==> src/rtl/clock_set_controller_if.sv <==
`default_nettype none
// ============================================================================
// Module   : clock_set_controller_if
// Purpose  : Panel inputs, time/alarm snapshots and edit/strobe outputs of
//            the clock mode/setting sequencer, bundled as one interface.
// Revision : 1.0  initial release
// ============================================================================
interface clock_set_controller_if;
   logic       mode_btn;
   logic       inc_btn;
   logic       alarm_sw;
   logic       sec_tick;
   logic [4:0] cur_hour;
   logic [5:0] cur_min;
   logic [4:0] alm_hour;
   logic [5:0] alm_min;
   logic [2:0] state;
   logic [4:0] edit_hour;
   logic [5:0] edit_min;
   logic       time_load;
   logic       alarm_load;
   logic       alarm_armed;
   logic       blink;

   // Sequencer side
   modport slave (
      input  mode_btn, inc_btn, alarm_sw, sec_tick,
      input  cur_hour, cur_min, alm_hour, alm_min,
      output state, edit_hour, edit_min, time_load, alarm_load, alarm_armed, blink
   );

   // Panel / timekeeping side
   modport master (
      output mode_btn, inc_btn, alarm_sw, sec_tick,
      output cur_hour, cur_min, alm_hour, alm_min,
      input  state, edit_hour, edit_min, time_load, alarm_load, alarm_armed, blink
   );
endinterface
`default_nettype wire

==> src/rtl/clock_set_controller.sv <==
`default_nettype none
// ============================================================================
// Module   : clock_set_controller
// Purpose  : Mode/setting sequencer for the alarm clock: debounces buttons,
//            auto-repeats increment, edits time and alarm, issues load
//            strobes and aborts an edit after an inactivity timeout.
// Revision : 1.0  initial release
// ============================================================================
module clock_set_controller #(
   parameter int DEBOUNCE_CYCLES = 16,
   parameter int HOLD_CYCLES     = 64,
   parameter int REPEAT_CYCLES   = 16,
   parameter int TIMEOUT_TICKS   = 30
) (
   input  wire logic               clk,
   input  wire logic               reset,
   clock_set_controller_if.slave   bus
);

   localparam int c_DB_W   = $clog2(DEBOUNCE_CYCLES);
   localparam int c_HOLD_W = $clog2(HOLD_CYCLES + 1);
   localparam int c_REP_W  = $clog2(REPEAT_CYCLES + 1);
   localparam int c_IDLE_W = $clog2(TIMEOUT_TICKS + 1);

   localparam logic [c_DB_W-1:0]   c_DB_LAST   = c_DB_W'(DEBOUNCE_CYCLES - 1);
   localparam logic [c_HOLD_W-1:0] c_HOLD_FULL = c_HOLD_W'(HOLD_CYCLES);
   localparam logic [c_HOLD_W-1:0] c_HOLD_PRE  = c_HOLD_W'(HOLD_CYCLES - 1);
   localparam logic [c_REP_W-1:0]  c_REP_LAST  = c_REP_W'(REPEAT_CYCLES - 1);
   localparam logic [c_IDLE_W-1:0] c_IDLE_LAST = c_IDLE_W'(TIMEOUT_TICKS - 1);

   localparam logic [2:0] c_ST_RUN      = 3'd0;
   localparam logic [2:0] c_ST_SET_HR   = 3'd1;
   localparam logic [2:0] c_ST_SET_MIN  = 3'd2;
   localparam logic [2:0] c_ST_SET_AHR  = 3'd3;
   localparam logic [2:0] c_ST_SET_AMIN = 3'd4;

   // bit 0 = mode button, bit 1 = increment button
   wire [1:0] w_raw;
   wire [1:0] w_db;
   wire [1:0] w_ev;
   assign w_raw = {bus.inc_btn, bus.mode_btn};

   generate
      for (genvar gi = 0; gi < 2; gi++) begin : g_db
         logic [c_DB_W-1:0] r_cnt;
         logic              r_lvl;
         logic              r_lvl_d;
         logic              r_pulse;

         // Debounce: level flips after DEBOUNCE_CYCLES differing samples; press pulse one cycle later
         always_ff @(posedge clk) begin
            if (reset) begin
               r_cnt   <= '0;
               r_lvl   <= 1'b0;
               r_lvl_d <= 1'b0;
               r_pulse <= 1'b0;
            end else begin
               r_lvl_d <= r_lvl;
               r_pulse <= r_lvl & ~r_lvl_d;
               if (w_raw[gi] == r_lvl) begin
                  r_cnt <= '0;
               end else if (r_cnt == c_DB_LAST) begin
                  r_lvl <= w_raw[gi];
                  r_cnt <= '0;
               end else begin
                  r_cnt <= r_cnt + c_DB_W'(1);
               end
            end
         end

         assign w_db[gi] = r_lvl;
         assign w_ev[gi] = r_pulse;
      end
   endgenerate

   logic [c_HOLD_W-1:0] r_hold;
   logic [c_REP_W-1:0]  r_rcnt;
   logic                r_rep;

   // Auto-repeat: first extra inc HOLD_CYCLES after the press event, then every REPEAT_CYCLES
   always_ff @(posedge clk) begin
      if (reset || !w_db[1]) begin
         r_hold <= '0;
         r_rcnt <= '0;
         r_rep  <= 1'b0;
      end else if (w_ev[1]) begin
         // Re-align so the count equals cycles elapsed since the press event
         r_hold <= c_HOLD_W'(1);
         r_rcnt <= '0;
         r_rep  <= 1'b0;
      end else if (r_hold != c_HOLD_FULL) begin
         r_hold <= r_hold + c_HOLD_W'(1);
         r_rep  <= (r_hold == c_HOLD_PRE);
      end else if (r_rcnt == c_REP_LAST) begin
         r_rcnt <= '0;
         r_rep  <= 1'b1;
      end else begin
         r_rcnt <= r_rcnt + c_REP_W'(1);
         r_rep  <= 1'b0;
      end
   end

   logic w_mode_ev;
   logic w_inc_ev;
   logic w_any_ev;
   assign w_mode_ev = w_ev[0];
   assign w_inc_ev  = w_ev[1] | r_rep;
   assign w_any_ev  = w_mode_ev | w_inc_ev;

   logic [2:0]          r_state;
   logic [2:0]          w_state_n;
   logic [c_IDLE_W-1:0] r_idle;
   logic                w_timeout;

   assign w_timeout = bus.sec_tick & ~w_any_ev & (r_state != c_ST_RUN) & (r_idle == c_IDLE_LAST);

   // Inactivity counter: seconds since the last press event while editing
   always_ff @(posedge clk) begin
      if (reset || r_state == c_ST_RUN || w_any_ev) begin
         r_idle <= '0;
      end else if (bus.sec_tick && r_idle != c_IDLE_LAST) begin
         r_idle <= r_idle + c_IDLE_W'(1);
      end
   end

   // State register
   always_ff @(posedge clk) begin
      if (reset) r_state <= c_ST_RUN;
      else       r_state <= w_state_n;
   end

   // Next state: mode advances the sequence, timeout drops back to RUN
   always_comb begin
      w_state_n = r_state;
      if (w_mode_ev) begin
         case (r_state)
            c_ST_RUN:     w_state_n = c_ST_SET_HR;
            c_ST_SET_HR:  w_state_n = c_ST_SET_MIN;
            c_ST_SET_MIN: w_state_n = c_ST_SET_AHR;
            c_ST_SET_AHR: w_state_n = c_ST_SET_AMIN;
            default:      w_state_n = c_ST_RUN;
         endcase
      end else if (w_timeout) begin
         w_state_n = c_ST_RUN;
      end
   end

   logic [4:0] r_eh, w_eh_n;
   logic [5:0] r_em, w_em_n;
   logic       r_tl, w_tl_n;
   logic       r_al, w_al_n;

   // Outputs: edit register updates and load strobes; mode beats inc
   always_comb begin
      w_eh_n = r_eh;
      w_em_n = r_em;
      w_tl_n = 1'b0;
      w_al_n = 1'b0;
      if (r_tl) begin
         // Cycle after the time commit: pick up the stored alarm for editing
         w_eh_n = bus.alm_hour;
         w_em_n = bus.alm_min;
      end else begin
         case (r_state)
            c_ST_RUN: begin
               if (w_mode_ev) begin
                  w_eh_n = bus.cur_hour;
                  w_em_n = bus.cur_min;
               end
            end
            c_ST_SET_HR, c_ST_SET_AHR: begin
               if (!w_mode_ev && w_inc_ev) w_eh_n = (r_eh == 5'd23) ? 5'd0 : r_eh + 5'd1;
            end
            c_ST_SET_MIN: begin
               if (w_mode_ev)     w_tl_n = 1'b1;
               else if (w_inc_ev) w_em_n = (r_em == 6'd59) ? 6'd0 : r_em + 6'd1;
            end
            c_ST_SET_AMIN: begin
               if (w_mode_ev)     w_al_n = 1'b1;
               else if (w_inc_ev) w_em_n = (r_em == 6'd59) ? 6'd0 : r_em + 6'd1;
            end
            default: ;
         endcase
      end
   end

   logic r_blink;
   logic r_armed;

   // Edit registers, strobes, blink and alarm switch sampling
   always_ff @(posedge clk) begin
      if (reset) begin
         r_eh    <= 5'd0;
         r_em    <= 6'd0;
         r_tl    <= 1'b0;
         r_al    <= 1'b0;
         r_blink <= 1'b0;
         r_armed <= 1'b0;
      end else begin
         r_eh    <= w_eh_n;
         r_em    <= w_em_n;
         r_tl    <= w_tl_n;
         r_al    <= w_al_n;
         r_armed <= bus.alarm_sw;
         if (r_state == c_ST_RUN) r_blink <= 1'b0;
         else if (bus.sec_tick)   r_blink <= ~r_blink;
      end
   end

   assign bus.state       = r_state;
   assign bus.edit_hour   = r_eh;
   assign bus.edit_min    = r_em;
   assign bus.time_load   = r_tl;
   assign bus.alarm_load  = r_al;
   assign bus.blink       = r_blink & (r_state != c_ST_RUN);
   assign bus.alarm_armed = r_armed & (r_state == c_ST_RUN);

endmodule
`default_nettype wire
==> src/flat_wrapper.sv <==
// flat-port wrapper written by rule: the top's interface ports become plain ports
module clock_set_controller_flat 
#(
   parameter int DEBOUNCE_CYCLES = 16,
   parameter int HOLD_CYCLES     = 64,
   parameter int REPEAT_CYCLES   = 16,
   parameter int TIMEOUT_TICKS   = 30
)
  (clk, reset, bus_mode_btn, bus_inc_btn, bus_alarm_sw, bus_sec_tick, bus_cur_hour, bus_cur_min, bus_alm_hour, bus_alm_min, bus_state, bus_edit_hour, bus_edit_min, bus_time_load, bus_alarm_load, bus_alarm_armed, bus_blink);
  clock_set_controller_if bus_i ();
  input  wire logic clk;
  input  wire logic reset;
  input wire logic [$bits(bus_i.mode_btn)-1:0] bus_mode_btn;
  input wire logic [$bits(bus_i.inc_btn)-1:0] bus_inc_btn;
  input wire logic [$bits(bus_i.alarm_sw)-1:0] bus_alarm_sw;
  input wire logic [$bits(bus_i.sec_tick)-1:0] bus_sec_tick;
  input wire logic [$bits(bus_i.cur_hour)-1:0] bus_cur_hour;
  input wire logic [$bits(bus_i.cur_min)-1:0] bus_cur_min;
  input wire logic [$bits(bus_i.alm_hour)-1:0] bus_alm_hour;
  input wire logic [$bits(bus_i.alm_min)-1:0] bus_alm_min;
  output wire logic [$bits(bus_i.state)-1:0] bus_state;
  output wire logic [$bits(bus_i.edit_hour)-1:0] bus_edit_hour;
  output wire logic [$bits(bus_i.edit_min)-1:0] bus_edit_min;
  output wire logic [$bits(bus_i.time_load)-1:0] bus_time_load;
  output wire logic [$bits(bus_i.alarm_load)-1:0] bus_alarm_load;
  output wire logic [$bits(bus_i.alarm_armed)-1:0] bus_alarm_armed;
  output wire logic [$bits(bus_i.blink)-1:0] bus_blink;
  assign bus_i.mode_btn = bus_mode_btn;
  assign bus_i.inc_btn = bus_inc_btn;
  assign bus_i.alarm_sw = bus_alarm_sw;
  assign bus_i.sec_tick = bus_sec_tick;
  assign bus_i.cur_hour = bus_cur_hour;
  assign bus_i.cur_min = bus_cur_min;
  assign bus_i.alm_hour = bus_alm_hour;
  assign bus_i.alm_min = bus_alm_min;
  assign bus_state = bus_i.state;
  assign bus_edit_hour = bus_i.edit_hour;
  assign bus_edit_min = bus_i.edit_min;
  assign bus_time_load = bus_i.time_load;
  assign bus_alarm_load = bus_i.alarm_load;
  assign bus_alarm_armed = bus_i.alarm_armed;
  assign bus_blink = bus_i.blink;
  clock_set_controller #(.DEBOUNCE_CYCLES(DEBOUNCE_CYCLES), .HOLD_CYCLES(HOLD_CYCLES), .REPEAT_CYCLES(REPEAT_CYCLES), .TIMEOUT_TICKS(TIMEOUT_TICKS)) u_core (.clk(clk), .reset(reset), .bus(bus_i));
endmodule
==> config.mk <==
export PLATFORM = sky130hd
export DESIGN_NAME = clock_set_controller_flat
export DESIGN_NICKNAME = d
export VERILOG_FILES = /design/src/rtl/clock_set_controller_if.sv /design/src/rtl/clock_set_controller.sv /design/src/flat_wrapper.sv
export SDC_FILE = /design/constraint.sdc
export NUM_CORES = 1
export LEC_CHECK = 0
export BUFFER_PORTS_ARGS = -buffer_cell sky130_fd_sc_hd__buf_2
export CAP_MARGIN = 20
export CORE_ASPECT_RATIO = 1.4
export CORE_MARGIN = 10
export CORE_UTILIZATION = 34
export DETAILED_ROUTE_END_ITERATION = 10
export GPL_TIMING_DRIVEN = 0
export HOLD_SLACK_MARGIN = 0.12
export PLACE_DENSITY = 0.6
export SLEW_MARGIN = 15
export SYNTH_ARGS = -nofsm -noshare
export SYNTH_HDL_FRONTEND = slang
export SYNTH_SLANG_ARGS = --single-unit
export TNS_END_PERCENT = 50
==> constraint.sdc <==
create_clock -name clk -period 2.5 [get_ports clk]
set_clock_uncertainty 0.1 [all_clocks]
set_input_delay 0 -clock clk [delete_from_list [all_inputs] [get_ports clk]]
set_output_delay 0 -clock clk [all_outputs]
set_load 0.05 [all_outputs]
# Word level (Yosys, flattened, before mapping)
# Cells that the tools add are included.
[op_classes]
n_reduce_logical = 25
n_mux = 20
n_addsub = 7
n_eq_ne = 19
bitwise_logic = 17
[ops]
columns = ["operator", "count"]
rows = [
  ["2-to-1 mux 6 bit", 5],
  ["2-to-1 mux 5 bit", 5],
  ["adder 5 x 1 -> 5 bit (second input constant)", 3],
  ["case mux 3 bit (4 select lines)", 1],
  ["case mux 6 bit (2 select lines)", 1],
  ["OR reduction 3 bit", 4],
  ["equality test 5 bit (second input constant)", 2],
  ["case mux 5 bit (2 select lines)", 1],
  ["inequality test 3 x 1 -> 1 bit (second input constant)", 3],
  ["nonzero test 3 bit", 3],
  ["adder 4 x 1 -> 4 bit (second input constant)", 2],
  ["equality test 4 bit (second input constant)", 2],
  ["NOT 1 bit", 8],
  ["OR reduction 2 bit", 4],
  ["adder 7 x 1 -> 7 bit (second input constant)", 1],
  ["AND 1 bit", 7],
  ["equality test 7 x 6 -> 1 bit (second input constant)", 1],
  ["inequality test 7 bit (second input constant)", 1],
  ["adder 6 x 1 -> 6 bit (second input constant)", 1],
  ["equality test 3 x 2 -> 1 bit (second input constant)", 2],
  ["equality test 6 bit (second input constant)", 1],
  ["2-to-1 mux 3 bit", 2],
  ["equality test 5 x 4 -> 1 bit (second input constant)", 1],
  ["2-to-1 mux 1 bit", 5],
  ["other kinds (14)", 22],
]
[totals]
word_cells = 108
reg_bits = 50
output_inout_bits = 18
in_bits = 28

# Longest topological paths before layout
[depth]
word_depth = 8
ltp_mapped = 8
mapped_depth_nobuf = 7

# Worst setup path before layout
# Ideal clock, no wire load.
[synth_timing]
kind = "flip-flop to flip-flop"
startpoint = "register u_core.r_state[1] (netlist: u_core.bus.state[1])"
endpoint = "register u_core.r_em[5] (netlist: u_core.bus.edit_min[5])"
arrival_time_ns = 1.985
slack_ns = 0.324
setup_ns = 0.091
stages_incl_launch_ff = 8
path_cell_list = "dfxtp_1 > buf_6 > xnor2_2 > or2_0 > buf_6 > o41ai_4 > o22ai_1 > a311oi_1"
[synth_via]
elab_chain_len = 4
[synth_lines]
columns = ["element", "line", "text"]
rows = [
  ["start, declared", "clock_set_controller.sv:110", "logic [2:0] r_state;"],
  ["start signal, assigned", "clock_set_controller.sv:128", "if (reset) r_state <= c_ST_RUN;"],
  ["start signal, assigned", "clock_set_controller.sv:129", "else r_state <= w_state_n;"],
  ["equality test 3 x 2 -> 1 bit / equality test 3 bit (equally long branches)", "clock_set_controller.sv:164", "case (r_state)"],
  ["OR reduction 2 bit (no source line)", "--", ""],
  ["inequality test 3 bit (no source line) (tied with other cells)", "--", ""],
  ["AND reduction 4 bit (no source line) / 2-to-1 mux 6 bit (equally long branches)", "--", ""],
  ["end signal, assigned", "clock_set_controller.sv:201", "r_em <= w_em_n;"],
  ["end, declared", "clock_set_controller.sv:149", "logic [5:0] r_em, w_em_n;"],
]
# Several ways; a longest one is shown, not always the timed one.
# A chain may end at the register's enable or synchronous reset.

# Worst setup path after layout
[layout_timing]
startpoint = "register u_core.r_state[0] (netlist: u_core.bus.state[0])"
endpoint = "register u_core.r_eh[0] (netlist: u_core.bus.edit_hour[0])"
[layout_via]
elab_chain_len = 4
[layout_lines]
columns = ["element", "line", "text"]
rows = [
  ["equality test 3 x 1 -> 1 bit / equality test 3 x 2 -> 1 bit (equally long branches)", "clock_set_controller.sv:164", ""],
  ["OR reduction 2 bit", "clock_set_controller.sv:164", ""],
  ["inequality test 3 x 1 -> 1 bit (no source line) (tied with other cells)", "--", ""],
  ["AND reduction 3 bit (no source line) / 2-to-1 mux 5 bit (equally long branches)", "--", ""],
  ["end signal, assigned", "clock_set_controller.sv:200", "r_eh <= w_eh_n;"],
  ["end, declared", "clock_set_controller.sv:148", "logic [4:0] r_eh, w_eh_n;"],
]
# Several ways; a longest one is shown, not always the timed one.

==> impl_metrics.py <==
metrics = {
    "yosys": {
        "synth_area_per_cell_um2": 8.795,
        "synth_top_area_share_pct": 41.39,
        "ys_warn_count": 0,
        "yosys-top-cells-area": "dfxtp_1, nor2_1, ha_1, xnor2_1, nand2_1",
        "synthXorXnorAreaFrac_pct": 9.002,
        "ys.flop_type": "dfxtp_1",
        "synthSimpleGateAreaFrac_pct": 23.69,
        "yosysSeqAreaShare_pct": 41.39,
        "netlist_instances": 275,
        "synth_area_um2": 2419,
        "async_reset_ff_share_pct": 0,
        "synth_largest_area_cell": "dfxtp_1",
        "yosys.area_share.adder_pct": 4.656,
        "synth_cell_types": 48,
        "synth_edf_count": 0,
        "yosys-mux-area-fraction_pct": 1.242,
        "ys_ff_latch": 50,
        "synth-compound-area-share_pct": 15.83,
        "syn_nets": 312,
        "synth_top_family_by_area": "simple AND/OR/NAND/NOR gates",
    },
    "power": {
        "pwr-share-clk_pct": 34.1,
        "power_frac_comb_pct": 6.5,
        "switching_share_pct": 22.13,
        "powerDensity_nw_per_um2": 424.5,
        "leakagePower_nw": 1.310,
        "seq_power_share_pct": 59.4,
        "p_int_w": 0.001050,
        "peakVddDrop_mv": 0.2254,
        "total_power_w": 0.001349,
        "p_sw_w": 0.0002986,
    },
    "timing": {
        "fmax_mhz": 432.8,
        "finalCriticalPeriod_ps": 2311,
        "max_slew.worst_pin.slew_ps": 585.0,
        "tns_ps": 0,
        "worst_hold_slack_ps": 281.8,
        "rsz0062_at_grt": "no",
        "setup_violations": 0,
        "relSlewSlack_pct": 60.76,
        "min_period_over_period_pct": 92.42,
        "hold_viol_final": 0,
        "slew_violations": 0,
    },
    "placement": {
        "hpwl_um": 4212,
        "place.gp.congestion": 0.7724,
        "io_buffers": 45,
    },
    "global_route": {
        "antenna_found_initial": 0,
        "grt.total_usage_pct": 10.85,
        "met2_usage_pct": 19.48,
        "met3_usage_pct": 2.870,
        "overflow": 0,
        "globalRoute.busiestLayer": "met2",
        "grt_pass1_wl_um": 10160,
        "use_met1_pct": 12.41,
        "grt_max_degree": 16,
        "grt_pass1_vias": 2136,
    },
    "floorplan": {
        "die_x_um": 91.28,
        "die_y_um": 119.8,
        "core-area_um2": 6937,
        "initial_core_util_pct": 34.87,
        "pin_count": 46,
        "floorplan.rows": 36,
        "dieArea_um2": 10930,
    },
    "cts": {
        "cts_tree": "built",
        "path_clk_slew_ps": 90,
        "cts_buffer_depth": 2,
        "clockRootBuffer": "clkbuf_8",
        "clock_latency_ps": 290,
        "htreeDepth": 2,
        "cts_sinks": 50,
        "cts_buffers": 5,
    },
    "layout": {
        "diodes": 0,
        "syn2layout_area_growth_pct": 31.40,
        "nNetsFinal": 396,
        "drive_gt1_share_pct": 20.00,
    },
    "worst_setup_path": {
        "critPathKind": "reg2reg",
        "worst_setup_path_end_kind": "register",
        "reg2reg_depth": 6,
        "crit_slowest_cell": "dlygate4sd3_1",
        "crit_required_ps": 2630,
        "cp_data_arrival_time_ps": 2450,
        "crit_fanout": 10,
        "start_kind": "register",
        "path_cells": "buf_2 > nand2b_1 > o41ai_4 > o211ai_1 > dlygate4sd3_1 > a21oi_1",
        "cp_slowest_stage_delay_ps": 610,
    },
    "min_path": {
        "hp-class": "reg2reg",
        "whs_path_depth": 1,
    },
    "route": {
        "firstDrtPassIters": 6,
        "drc_errors": 0,
        "wl_per_cell_um": 12.85,
        "routed_wl_um": 5845,
        "via_per_inst": 4.798,
        "antenna_left": 0,
        "num_vias": 2183,
        "drt_first_iter_violations": 70,
    },
    "outcome": {
        "outcome": "finished, final reports clean",
    },
    "run": {
        "cap_viol_max_count": 0,
    },
}
[logic make-up after synthesis]
family | Yosys count
xor+xnor | 24
buf+inv | 19
simple gates | 117
flops | 50
fa+ha+maj | 9
mux | 3
compound gates | 53
[placed cells by master, fill, tap and decap left out, drive strengths merged, types with 7 or more instances in the layout]
cell         netlist  final
buf                7     55
nand2             27     27
nand3             13     13
a21oi             19     19
inv                9      9
nor2              43     43
dfxtp             50     50
o21ai              7      7
xor2              11     11
clkbuf             3      9
ha                 9      9
dlygate4sd3        0     29
xnor2             13     13
[sequential cells by signal (all words and copies together) (netlist names)]
signal,count
u_core.r_blink,1
u_core.g_db.r_cnt,8
u_core.r_hold,7
u_core.bus.state,3
u_core.g_db.r_lvl,2
u_core.bus.alarm_load,1
u_core.r_idle,5
u_core.bus.edit_hour,5
u_core.r_armed,1
u_core.r_rep,1
u_core.bus.edit_min,6
u_core.g_db.r_lvl_d,2
u_core.bus.time_load,1
u_core.r_rcnt,5
u_core.g_db.r_pulse,2
[metrics by stage]
step                      utilization (%)  cell area (µm²)  std cells  setup slack, ps
after floorplan                         -             2419        275            324.4
after global placement              39.83             2763        415            478.5
after detailed placement            39.83             2763        415            506.6
after CTS                           45.26             3139        452            59.40
after global routing                45.82             3178        455            49.76
final                               45.82             3178        455            189.4
[cell usage after synthesis (3+ instances only)]
library cell / number
xnor2_1: 12
nand4_1: 3
and2_1: 4
buf_6: 3
a21oi_1: 18
nand2b_1: 3
or3_1: 3
nand3_1: 13
clkbuf_1: 3
dfxtp_1: 50
nor3_1: 4
nor2_1: 42
a221o_1: 4
o21ai_0: 6
mux2i_1: 3
buf_2: 3
inv_1: 7
ha_1: 9
a211oi_1: 6
o211ai_1: 6
nor2b_1: 4
nand2_1: 27
xor2_1: 11
[layer usage]
layer  wire (µm)  share of wire, %
met1        2545                44
met2        2988                51
met3         256               4.4
met4          54              0.92
met5           0                 0
[final timing paths]
kind / from / end / slack [ps]
max: u_core.bus.state[0] / u_core.bus.edit_hour[0] / 190
min: u_core.g_db[0].r_lvl_d / u_core.g_db[0].r_pulse / 280
max reg2reg: u_core.bus.state[0] / u_core.bus.edit_hour[0] / 190
min reg2reg: u_core.g_db[0].r_lvl_d / u_core.g_db[0].r_pulse / 280
[final cells by class]
type	count	area, µm²
fill	706	3759
multi-input combinational	206	1333
sequential	50	1001
timing repair buffer	77	538.0
tap	95	118.9
clock buffer	6	72.57
buffer	10	67.56
inverter	9	33.78
clock inverter	2	13.76
[worst max-delay path, delay by kind of cell (launching register included)]
kind	cells	cell delay, ps
buffers and inverters	2	850
AOI/OAI and AO/OA	3	720
DFF	1	400
and+or+nand+nor	1	190
[power groups by stage]
stage	clock network [W]	logic, W	registers (W)
6_report	0.000459	0.0000878	0.000802
4_1_cts	0.000481	0.0000862	0.000802
3_5_place_dp	0	0.0000583	0.000821
3_3_place_gp	0	0.0000579	0.000820
2_1_floorplan	0	0.0000288	0.000820
5_1_grt	0.000512	0.0000977	0.000803
[timing repair]
item                                    4_1_cts  5_1_grt
hold buffers                                 29        0
endpoints found under the setup margin        0        5
hold endpoints to repair                     37        0
buffers inserted                              0        3
resized for setup                             0        3
Power figures use the tool's default switching activity.
